==> src/rtl/gpio_arb_pkg.sv <==
// rtl/gpio_arb_pkg.sv - shared types and constants for the GPIO two-master arbiter
package gpio_arb_pkg;

    localparam int GPIO_DW = 32;
    localparam int GPIO_AW = 2;

    typedef enum logic [1:0] {
        IDLE   = 2'b00,
        ACCESS = 2'b01,
        DONE   = 2'b10
    } state_t;

    localparam logic [1:0] GPIO_IN1  = 2'b00;
    localparam logic [1:0] GPIO_IN2  = 2'b01;
    localparam logic [1:0] GPIO_OUT1 = 2'b10;
    localparam logic [1:0] GPIO_OUT2 = 2'b11;

endpackage

==> src/rtl/rr_arb2.sv <==
// rtl/rr_arb2.sv - combinational two-way round-robin picker
module rr_arb2 (
    input  logic [1:0] req,
    input  logic       last,
    output logic       gnt_id,
    output logic       any
);

    always_comb begin
        any    = |req;
        gnt_id = 1'b0;
        case (req)
            2'b01:   gnt_id = 1'b0;
            2'b10:   gnt_id = 1'b1;
            // On a tie the master that was not served last wins.
            2'b11:   gnt_id = ~last;
            default: gnt_id = 1'b0;
        endcase
    end

endmodule

==> src/rtl/gpio_arbiter.sv <==
// rtl/gpio_arbiter.sv - two-master round-robin arbiter and access sequencer for the GPIO block
module gpio_arbiter
    import gpio_arb_pkg::*;
#(
    parameter int DW = GPIO_DW,
    parameter int AW = GPIO_AW
) (
    input  logic          clk,
    input  logic          rst,
    input  logic          req0,
    input  logic          we0,
    input  logic [AW-1:0] a0,
    input  logic [DW-1:0] wd0,
    input  logic          req1,
    input  logic          we1,
    input  logic [AW-1:0] a1,
    input  logic [DW-1:0] wd1,
    output logic          rdy0,
    output logic          rdy1,
    output logic [DW-1:0] rd0,
    output logic [DW-1:0] rd1,
    output logic [AW-1:0] gpio_a,
    output logic          gpio_we,
    output logic [DW-1:0] gpio_wd,
    input  logic [DW-1:0] gpio_rd
);

    state_t        state_q;
    state_t        state_d;
    logic          gnt_id;
    logic          any;
    logic          gnt_q;
    logic          last_q;
    logic [DW-1:0] rd_q;

    rr_arb2 u_pick (
        .req    ({req1, req0}),
        .last   (last_q),
        .gnt_id (gnt_id),
        .any    (any)
    );

    always_ff @(posedge clk or posedge rst) begin
        if (rst) begin
            state_q <= IDLE;
        end else begin
            state_q <= state_d;
        end
    end

    always_comb begin
        state_d = state_q;
        case (state_q)
            IDLE:    if (any) state_d = ACCESS;
            ACCESS:  state_d = DONE;
            DONE:    state_d = IDLE;
            default: state_d = IDLE;
        endcase
    end

    // gpio_we is loaded one edge early so it is a clean registered pulse in ACCESS.
    always_ff @(posedge clk or posedge rst) begin
        if (rst) begin
            gnt_q   <= 1'b0;
            last_q  <= 1'b1;
            gpio_a  <= '0;
            gpio_we <= 1'b0;
            gpio_wd <= '0;
            rd_q    <= '0;
            rdy0    <= 1'b0;
            rdy1    <= 1'b0;
        end else begin
            case (state_q)
                IDLE: begin
                    rdy0 <= 1'b0;
                    rdy1 <= 1'b0;
                    if (any) begin
                        gnt_q   <= gnt_id;
                        gpio_a  <= gnt_id ? a1  : a0;
                        gpio_we <= gnt_id ? we1 : we0;
                        gpio_wd <= gnt_id ? wd1 : wd0;
                    end
                end
                ACCESS: begin
                    gpio_we <= 1'b0;
                    rd_q    <= gpio_rd;
                    rdy0    <= ~gnt_q;
                    rdy1    <= gnt_q;
                end
                DONE: begin
                    rdy0   <= 1'b0;
                    rdy1   <= 1'b0;
                    last_q <= gnt_q;
                end
                default: begin
                    gpio_we <= 1'b0;
                    rdy0    <= 1'b0;
                    rdy1    <= 1'b0;
                end
            endcase
        end
    end

    assign rd0 = rd_q;
    assign rd1 = rd_q;

endmodule

==> config.mk <==
export PLATFORM = sky130hd
export DESIGN_NAME = gpio_arbiter
export DESIGN_NICKNAME = d
export VERILOG_FILES = /design/src/rtl/gpio_arb_pkg.sv /design/src/rtl/rr_arb2.sv /design/src/rtl/gpio_arbiter.sv
export SDC_FILE = /design/constraint.sdc
export NUM_CORES = 1
export LEC_CHECK = 0
export ABC_AREA = 0
export CAP_MARGIN = 20
export CORE_UTILIZATION = 38
export DETAILED_ROUTE_END_ITERATION = 16
export PLACE_DENSITY = 0.86
export SLEW_MARGIN = 5
export SYNTH_ARGS = -nofsm -noshare
export SYNTH_HDL_FRONTEND = slang
export SYNTH_SLANG_ARGS = --single-unit
export TNS_END_PERCENT = 20
==> constraint.sdc <==
create_clock -name clk -period 2.6 [get_ports clk]
set_input_delay 0.39 -clock clk [delete_from_list [all_inputs] [get_ports clk]]
set_output_delay 0.39 -clock clk [all_outputs]
set_load 0.01 [all_outputs]
==> results of run 1 <==
==> kinds of logic after synthesis <==
logic type | synth area share
mux | 0.136
buf+inv | 0.124
simple gates | 0.0470
compound gates | 0.173
flops | 0.520
==> flip-flops by register name, summed over array words and instances (netlist names), 2 cells and up <==
register,count
state_q,2
rd0,32
gpio_a,2
gpio_wd,32
==> cell type report <==
type / instances / area [um^2] / area share
clock buffers: 10 / 128 / 0.0231
clock inverters: 6 / 35.0 / 0.00634
inverters: 5 / 21.3 / 0.00385
multi-input cells: 147 / 1260 / 0.229
flip-flops and latches: 73 / 1830 / 0.331
well taps: 108 / 135 / 0.0245
repair buffers: 211 / 2110 / 0.382
==> report_power, final <==
group / internal [uW] / switching (uW) / total (uW) / leakage [uW]
Clock: 340 / 411 / 750 / 0.0000818
Combinational: 2380 / 1460 / 3840 / 0.00136
Sequential: 1720 / 451 / 2180 / 0.000841
==> worst max-delay path: stages, from the launching register on <==
cell	delay [ps]
dfrtp_1	670
nand2_2	150
inv_4	450
mux2_2	400
==> routing by layer <==
| metal | part of all wire | global-route usage | vias up |
|---|---|---|---|
| met2 | 0.52 | 0.370 | 126 |
| met1 | 0.40 | 0.245 | 1375 |
| li1 | - | - | 1305 |
| met4 | 0.024 | 0.0953 | 0 |
| met5 | 0 | 0 | - |
| met3 | 0.057 | 0.0444 | 20 |
==> worst min-delay path by stage <==
| stage | from | to | slack, ps | cells after the start |
|---|---|---|---|---|
| global placement | gnt_q | rdy0 | 420 | 1 |
| finish | rst | gpio_wd[14] | 450 | 3 |
| detailed placement | gnt_q | rdy0 | 440 | 1 |
| floorplan | gnt_q | rdy0 | 400 | 1 |
| CTS | gnt_q | rdy0 | 460 | 1 |
| global route | gnt_q | rdy0 | 470 | 1 |
==> metrics by stage <==
stage / hold WS, ps / cells / util / worst slack (ps)
global placement: 423 / 544 / 0.606 / 656
detailed placement: 443 / 544 / 0.606 / 559
finish: 450 / 560 / 0.624 / 787
floorplan: 403 / 278 / - / 358
CTS: 455 / 560 / 0.624 / 770
global route: 474 / 560 / 0.624 / 679
==> Yosys cell counts <==
library cell  instances  area, um^2
dfrtp_1              72        1800
buf_2                12        60.1
nand2_2               1        6.26
buf_12                3        60.1
mux2i_1               1        10.0
o21ai_0               1        5.00
a21boi_2              1        11.3
a21bo_2               1        10.0
a2bb2oi_1            34         298
inv_1                 4        15.0
a21oi_1               1        5.00
mux2_2                3        33.8
nor2_8                1        20.0
a211oi_1             34         255
o31ai_1               1        7.51
a221oi_1              1        8.76
mux2_4               29         435
nor2_1                2        7.51
buf_4                36         270
inv_4                 1        6.26
dfstp_2               1        26.3
o21bai_1              1        7.51
buf_6                 2        22.5
nand2_1              35         131
==> results.txt, run 1 <==
----------------------------------------------------
[Detailed routing]
  Routed length per instance ... 17.4 um
  Number of search-and-repair iterations in the first detailed-routing pass ... 14
  DRT iter0 DRCs ... 108
  Post-DR vias/cell ... 5.05
  Antenna-violating nets left ... 0
  Total number of vias ... 2826
  Final wirelength ... 9.73 mm
  Total DRC errors in the routed layout ... 9

[Yosys]
  Sequential cell area fraction in the yosys report ... 0.520
  Number of instances in the synthesized netlist ... 278
  Mean instance size in the synthesized netlist ... 12.6 um^2
  Total of warnings raised by yosys ... 0
  Syn Nets ... 384
  Number of synthesized register bits ... 73
  Synth cell types ... 24
  Syn Std Cell Area ... 3510 um^2

[Die]
  Core Region ... 8850 um^2
  I/O pin count ... 207
  Rows ... 34
  Initial core utilization ... 0.397
  Overall die width ... 98.2 um
  DIE AREA ... 9640 um^2
  Vert. Die Dim ... 98.2 um

[Worst setup path]
  Endpoint arrival time on the critical path ... 2040 ps
  CP Capture Type ... flip-flop
  Worst flop-to-flop path startpoint ... state_q[0]
  Kind of start point of the critical path ... flip-flop
  RR Endpoint ... rd0[6]
  Worst setup path category ... flip-flop to flip-flop
  Max Fanout on Critical Path ... 33
  Critical path startpoint ... state_q[0]
  Worst R2R Setup Slack ... 790 ps
  Capture point of the critical path ... rd0[6]
  Data required time at the worst endpoint ... 2820 ps
  R2r worst-path depth ... 3

[Timing]
  Final hold violation count ... 0
  Upper clock frequency limit ... 551 MHz
  Time the worst path needs with I/O delays and setup ... 1810 ps
  Worst Clk Skew ... 10.4 ps
  Count of pins over their slew limit ... 0
  Transition at the pin with the smallest max-transition slack ... 574 ps
  Total Negative Setup Slacks ... 0 ps
  Post-route clock period utilization ... 0.697
  Max transition margin ... 0.617
  Final count of negative-setup-slack endpoints ... 0
  Unrepaired setup endpoints after global routing ... no

[Clock network]
  Clk slew on worst S/H paths ... 80 ps
  Number of buffers on the longest clock path ... 2
  CTS hold repair buffers ... 0
  Post-CTS sizing ... 0
  Num CTS Buffers ... 9
  Clock tree from TritonCTS ... done
  Num Clock Sinks ... 73
  Insertion delay to the later sink of the worst-skew pair ... 330 ps
  Buffer type at the clock tree root ... clkbuf_8
  Number of H-tree levels ... 3
  # Post-CTS Setup Buffers ... 0

[Power and ir drop]
  Pleak ... 0.00228 uW
  Total chip power ... 6770 uW
  Peak supply drop ... 0.000615 V
  Pwr per Cell Area ... 1230 nW/um^2

[Layout]
  Leading cell types in the layout, fill and taps excluded ... clkdlybuf4s50_1 (206), dfrtp_1 (72), nand2_1 (35), a211oi_1 (34), a2bb2oi_1 (34)
  Number of nets in the final layout ... 553
  Number of antenna repair diodes ... 0
  Number of inserted filler cells in the final layout ... 725
  Share of layout cells above drive strength 1 ... 0.133
  Final cell area excluding filler cells ... 5520 um^2
  Most common cell after layout, fill and taps aside ... clkdlybuf4s50_1
  Area overhead of the layout relative to synthesis ... 57.1%

[Placement]
  Global placer's final weighted congestion ... 0.757
  Count of buffers from port buffering ... 206
  Half-perimeter wire length after detailed placement ... 7.10 mm
  Total placed instance area ... 5360 um^2

[GRT]
  Global-route wire length before repair ... 15.8 mm
  GRT Total Usage ... 0.210
  Largest net degree at the start of global routing ... 74
  Antenna violations before repair ... 0
  Remaining Overflow, GRT ... 0
  Number of global-route vias before repair ... 3062

[Run status]
  Violated checks ... design-rule violations
  Run status ... finished, violations left

[Worst hold path]
  Worst min-delay path class ... input port to asynchronous set/reset pin

[Flow run]
  Count of max-cap constraint violations ... 0

----------------------------------------------------
No activity file was read; power rests on OpenSTA's default activity.
==> inputs of run 2 (changes only) <==
CORE_UTILIZATION = 34   (was 38)
PLACE_DENSITY = 0.81   (was 0.86)
clock period = 1.5 ns   (was 2.6 ns; I/O delays follow)
==> run 2 against run 1 <==
Net effect:
- the flow now finishes without violations
- final cell count rose by 7.0%
- core utilization fell by 4.0 points
- die area grew 12%
- wire length is 3.5% higher
- global-route usage down 2.1 points
- clock skew is 2.8 ps higher
- register-to-register slack got worse by 680 ps
- sequential share of layout area is 1.5 points lower
- cell area increased by 4.8%
- critical path type is now flip-flop to primary output
- largest cell class unchanged
- worst hold slack got worse by 240 ps
- combinational power rose by 67%
- via count rose by 1.9%
==> results.txt, run 2 (synthesis gave the netlist of run 1 again) <==
----------------------------------------------------
[Die]
  Initial core utilization ... 0.355 (was 0.397)
  DIE AREA ... 10700 um^2 (was 9640 um^2)
  Core Region ... 9910 um^2 (was 8850 um^2)
  Overall die width ... 104 um (was 98.2 um)
  Vert. Die Dim ... 104 um (was 98.2 um)
  I/O pin count ... 207 (unchanged)
  Rows ... 36 (was 34)

[Worst setup path]
  Chain of cells forming the critical path ... clkdlybuf4s50_1 (was nand2_2 -> inv_4 -> mux2_2)
  Data required time at the worst endpoint ... 1270 ps (was 2820 ps)
  Critical path buffer and inverter count ... 1 (unchanged)
  Max stage delay cell, worst path ... clkdlybuf4s50_1 (was dfrtp_1)
  Cell family with most CP delay ... buffers and inverters (was flip-flops)
  Worst setup path category ... flip-flop to primary output (was flip-flop to flip-flop)
  Critical path startpoint ... gpio_wd[10] (was state_q[0])
  CP Capture Type ... primary output (was flip-flop)
  Endpoint arrival time on the critical path ... 1230 ps (was 2040 ps)
  Kind of start point of the critical path ... flip-flop (unchanged)
  Max Fanout on Critical Path ... 2 (was 33)
  Peak per-stage delay on the critical path ... 540 ps (was 670 ps)
  Worst flop-to-flop path startpoint ... state_q[1] (was state_q[0])

[Placement]
  Pre-CTS setup slack ... -145 ps (was 559 ps)
  Global placer's final weighted congestion ... 0.803 (was 0.757)
  Count of buffers from port buffering ... 206 (unchanged)
  Half-perimeter wire length after detailed placement ... 7.40 mm (was 7.10 mm)

[Layout]
  Most common cell after layout, fill and taps aside ... clkdlybuf4s50_1 (unchanged)
  Leading cell types in the layout, fill and taps excluded ... clkdlybuf4s50_1 (117), dfrtp_1 (72), dlygate4sd2_1 (55), nand2_1 (35) (was clkdlybuf4s50_1 (206), dfrtp_1 (72), nand2_1 (35), a211oi_1 (34), a2bb2oi_1 (34))
  Number of nets in the final layout ... 567 (was 553)
  Area overhead of the layout relative to synthesis ... 64.7% (was 57.1%)
  Number of inserted filler cells in the final layout ... 816 (was 725)
  Share of layout cells above drive strength 1 ... 0.159 (was 0.133)
  Number of antenna repair diodes ... 0 (unchanged)

[Detailed routing]
  Total DRC errors in the routed layout ... 0 (was 9)
  Antenna-violating nets left ... 0 (unchanged)
  Post-DR vias/cell ... 4.81 (was 5.05)
  Number of search-and-repair iterations in the first detailed-routing pass ... 4 (was 14)
  Final wirelength ... 10.1 mm (was 9.73 mm)
  Total number of vias ... 2881 (was 2826)
  Routed length per instance ... 16.8 um (was 17.4 um)
  DRT iter0 DRCs ... 106 (was 108)

[Timing]
  Time the worst path needs with I/O delays and setup ... 1450 ps
  Final hold violation count ... 0 (unchanged)
  Unrepaired setup endpoints after global routing ... no (unchanged)
  Transition at the pin with the smallest max-transition slack ... 326 ps (was 574 ps)
  Max transition margin ... 0.782 (was 0.617)
  PnR worst setup slack ... 46.7 ps (was 787 ps)
  Worst Clk Skew ... 13.2 ps (was 10.4 ps)
  Total Negative Setup Slacks ... 0 ps (unchanged)
  Count of pins over their slew limit ... 0 (unchanged)
  Final count of negative-setup-slack endpoints ... 0 (unchanged)
  Post-route clock period utilization ... 0.969
  Upper clock frequency limit ... 688 MHz

[GRT]
  Antenna violations before repair ... 0 (unchanged)
  GRT Total Usage ... 0.188 (was 0.210)
  Largest net degree at the start of global routing ... 39 (was 74)
  Number of global-route vias before repair ... 3151 (was 3062)
  Remaining Overflow, GRT ... 0 (unchanged)
  Global-route wire length before repair ... 16.1 mm (was 15.8 mm)

[Clock network]
  # Post-CTS Setup Buffers ... 0 (unchanged)
  Insertion delay to the later sink of the worst-skew pair ... 340 ps (was 330 ps)
  Clock tree from TritonCTS ... done (unchanged)
  Num CTS Buffers ... 9 (unchanged)
  Number of buffers on the longest clock path ... 2 (unchanged)
  Num Clock Sinks ... 73 (unchanged)
  CTS hold repair buffers ... 0 (unchanged)
  Buffer type at the clock tree root ... clkbuf_8 (unchanged)
  Number of H-tree levels ... 3 (unchanged)
  Clk slew on worst S/H paths ... 80 ps (about the same)

[Run status]
  Run status ... finished, final reports clean (was finished, violations left)

[Power and ir drop]
  Pwr per Cell Area ... 1980 nW/um^2 (was 1230 nW/um^2)
  Pleak ... 0.00274 uW (was 0.00228 uW)
  Peak supply drop ... 0.000854 V (was 0.000615 V)

[Flow run]
  Count of max-cap constraint violations ... 0 (unchanged)

[Worst hold path]
  Worst min-delay path class ... input port to asynchronous set/reset pin (unchanged)

----------------------------------------------------
run 2: cell count changes in the layout (fill, tap and decap cells not counted), sizes merged:
cell,previous run,this run
clkdlybuf4s50,206,117
dlygate4sd2,0,55
dlymetal6s2s,0,34
buf,5,19
clkbuf,10,11
inv,5,4
run 2: report_power, final:
| part | switching (uW) | leakage, uW | internal [uW] |
|---|---|---|---|
| clock network | 729 | 0.0000891 | 641 |
| logic | 2630 | 0.00181 | 3780 |
| registers | 691 | 0.000841 | 2990 |
| total | 4050 | 0.00274 | 7410 |
run 2: metrics by stage:
stage	utilization	instances	area, um^2	hold slack, ps	power [uW]
floorplan	-	278	3520	355	7700
global placement	0.565	583	5600	417	10700
detailed placement	0.565	583	5600	451	10900
CTS	0.576	599	5700	199	11700
global route	0.584	599	5790	210	12100
finish	0.584	599	5790	208	11500
run 2: metal layers:
layer,share of wire,vias up,wire length [um],track usage
li1,-,1339,-,-
met1,0.40,1395,4070,0.219
met2,0.52,122,5190,0.337
met3,0.052,25,526,0.0384
met4,0.028,0,277,0.0806
met5,0,-,0,0
run 2: path summary, 6_finish.rpt:
check | end | slack [ps] | depth (start not counted)
worst min register to register | rdy0 | 440 | 1
worst min-delay path | rd0[22] | 210 | 2
worst max register to register | rd0[10] | 110 | 5
min in group clk | gpio_wd[29] | 440 | 3
max in group asynchronous | gpio_wd[0] | 840 | 3
worst max-delay path | gpio_wd[10] | 50 | 1
run 2: area by class of cell:
| class | count | area, um^2 | share of cell area |
|---|---|---|---|
| Sequential cell | 73 | 1830 | 0.316 |
| Clock buffer | 11 | 141 | 0.0244 |
| Inverter | 5 | 25.0 | 0.00432 |
| Clock inverter | 5 | 31.3 | 0.00540 |
| Multi-Input combinational cell | 147 | 1260 | 0.218 |
| Timing Repair Buffer | 225 | 2330 | 0.403 |
| Tap cell | 133 | 166 | 0.0287 |
run 2: timing repair:
action / in CTS / in global routing
gates resized for setup: 55 / 34
setup endpoints to repair: 59 / 34
endpoints found under the hold margin: 0 / 0
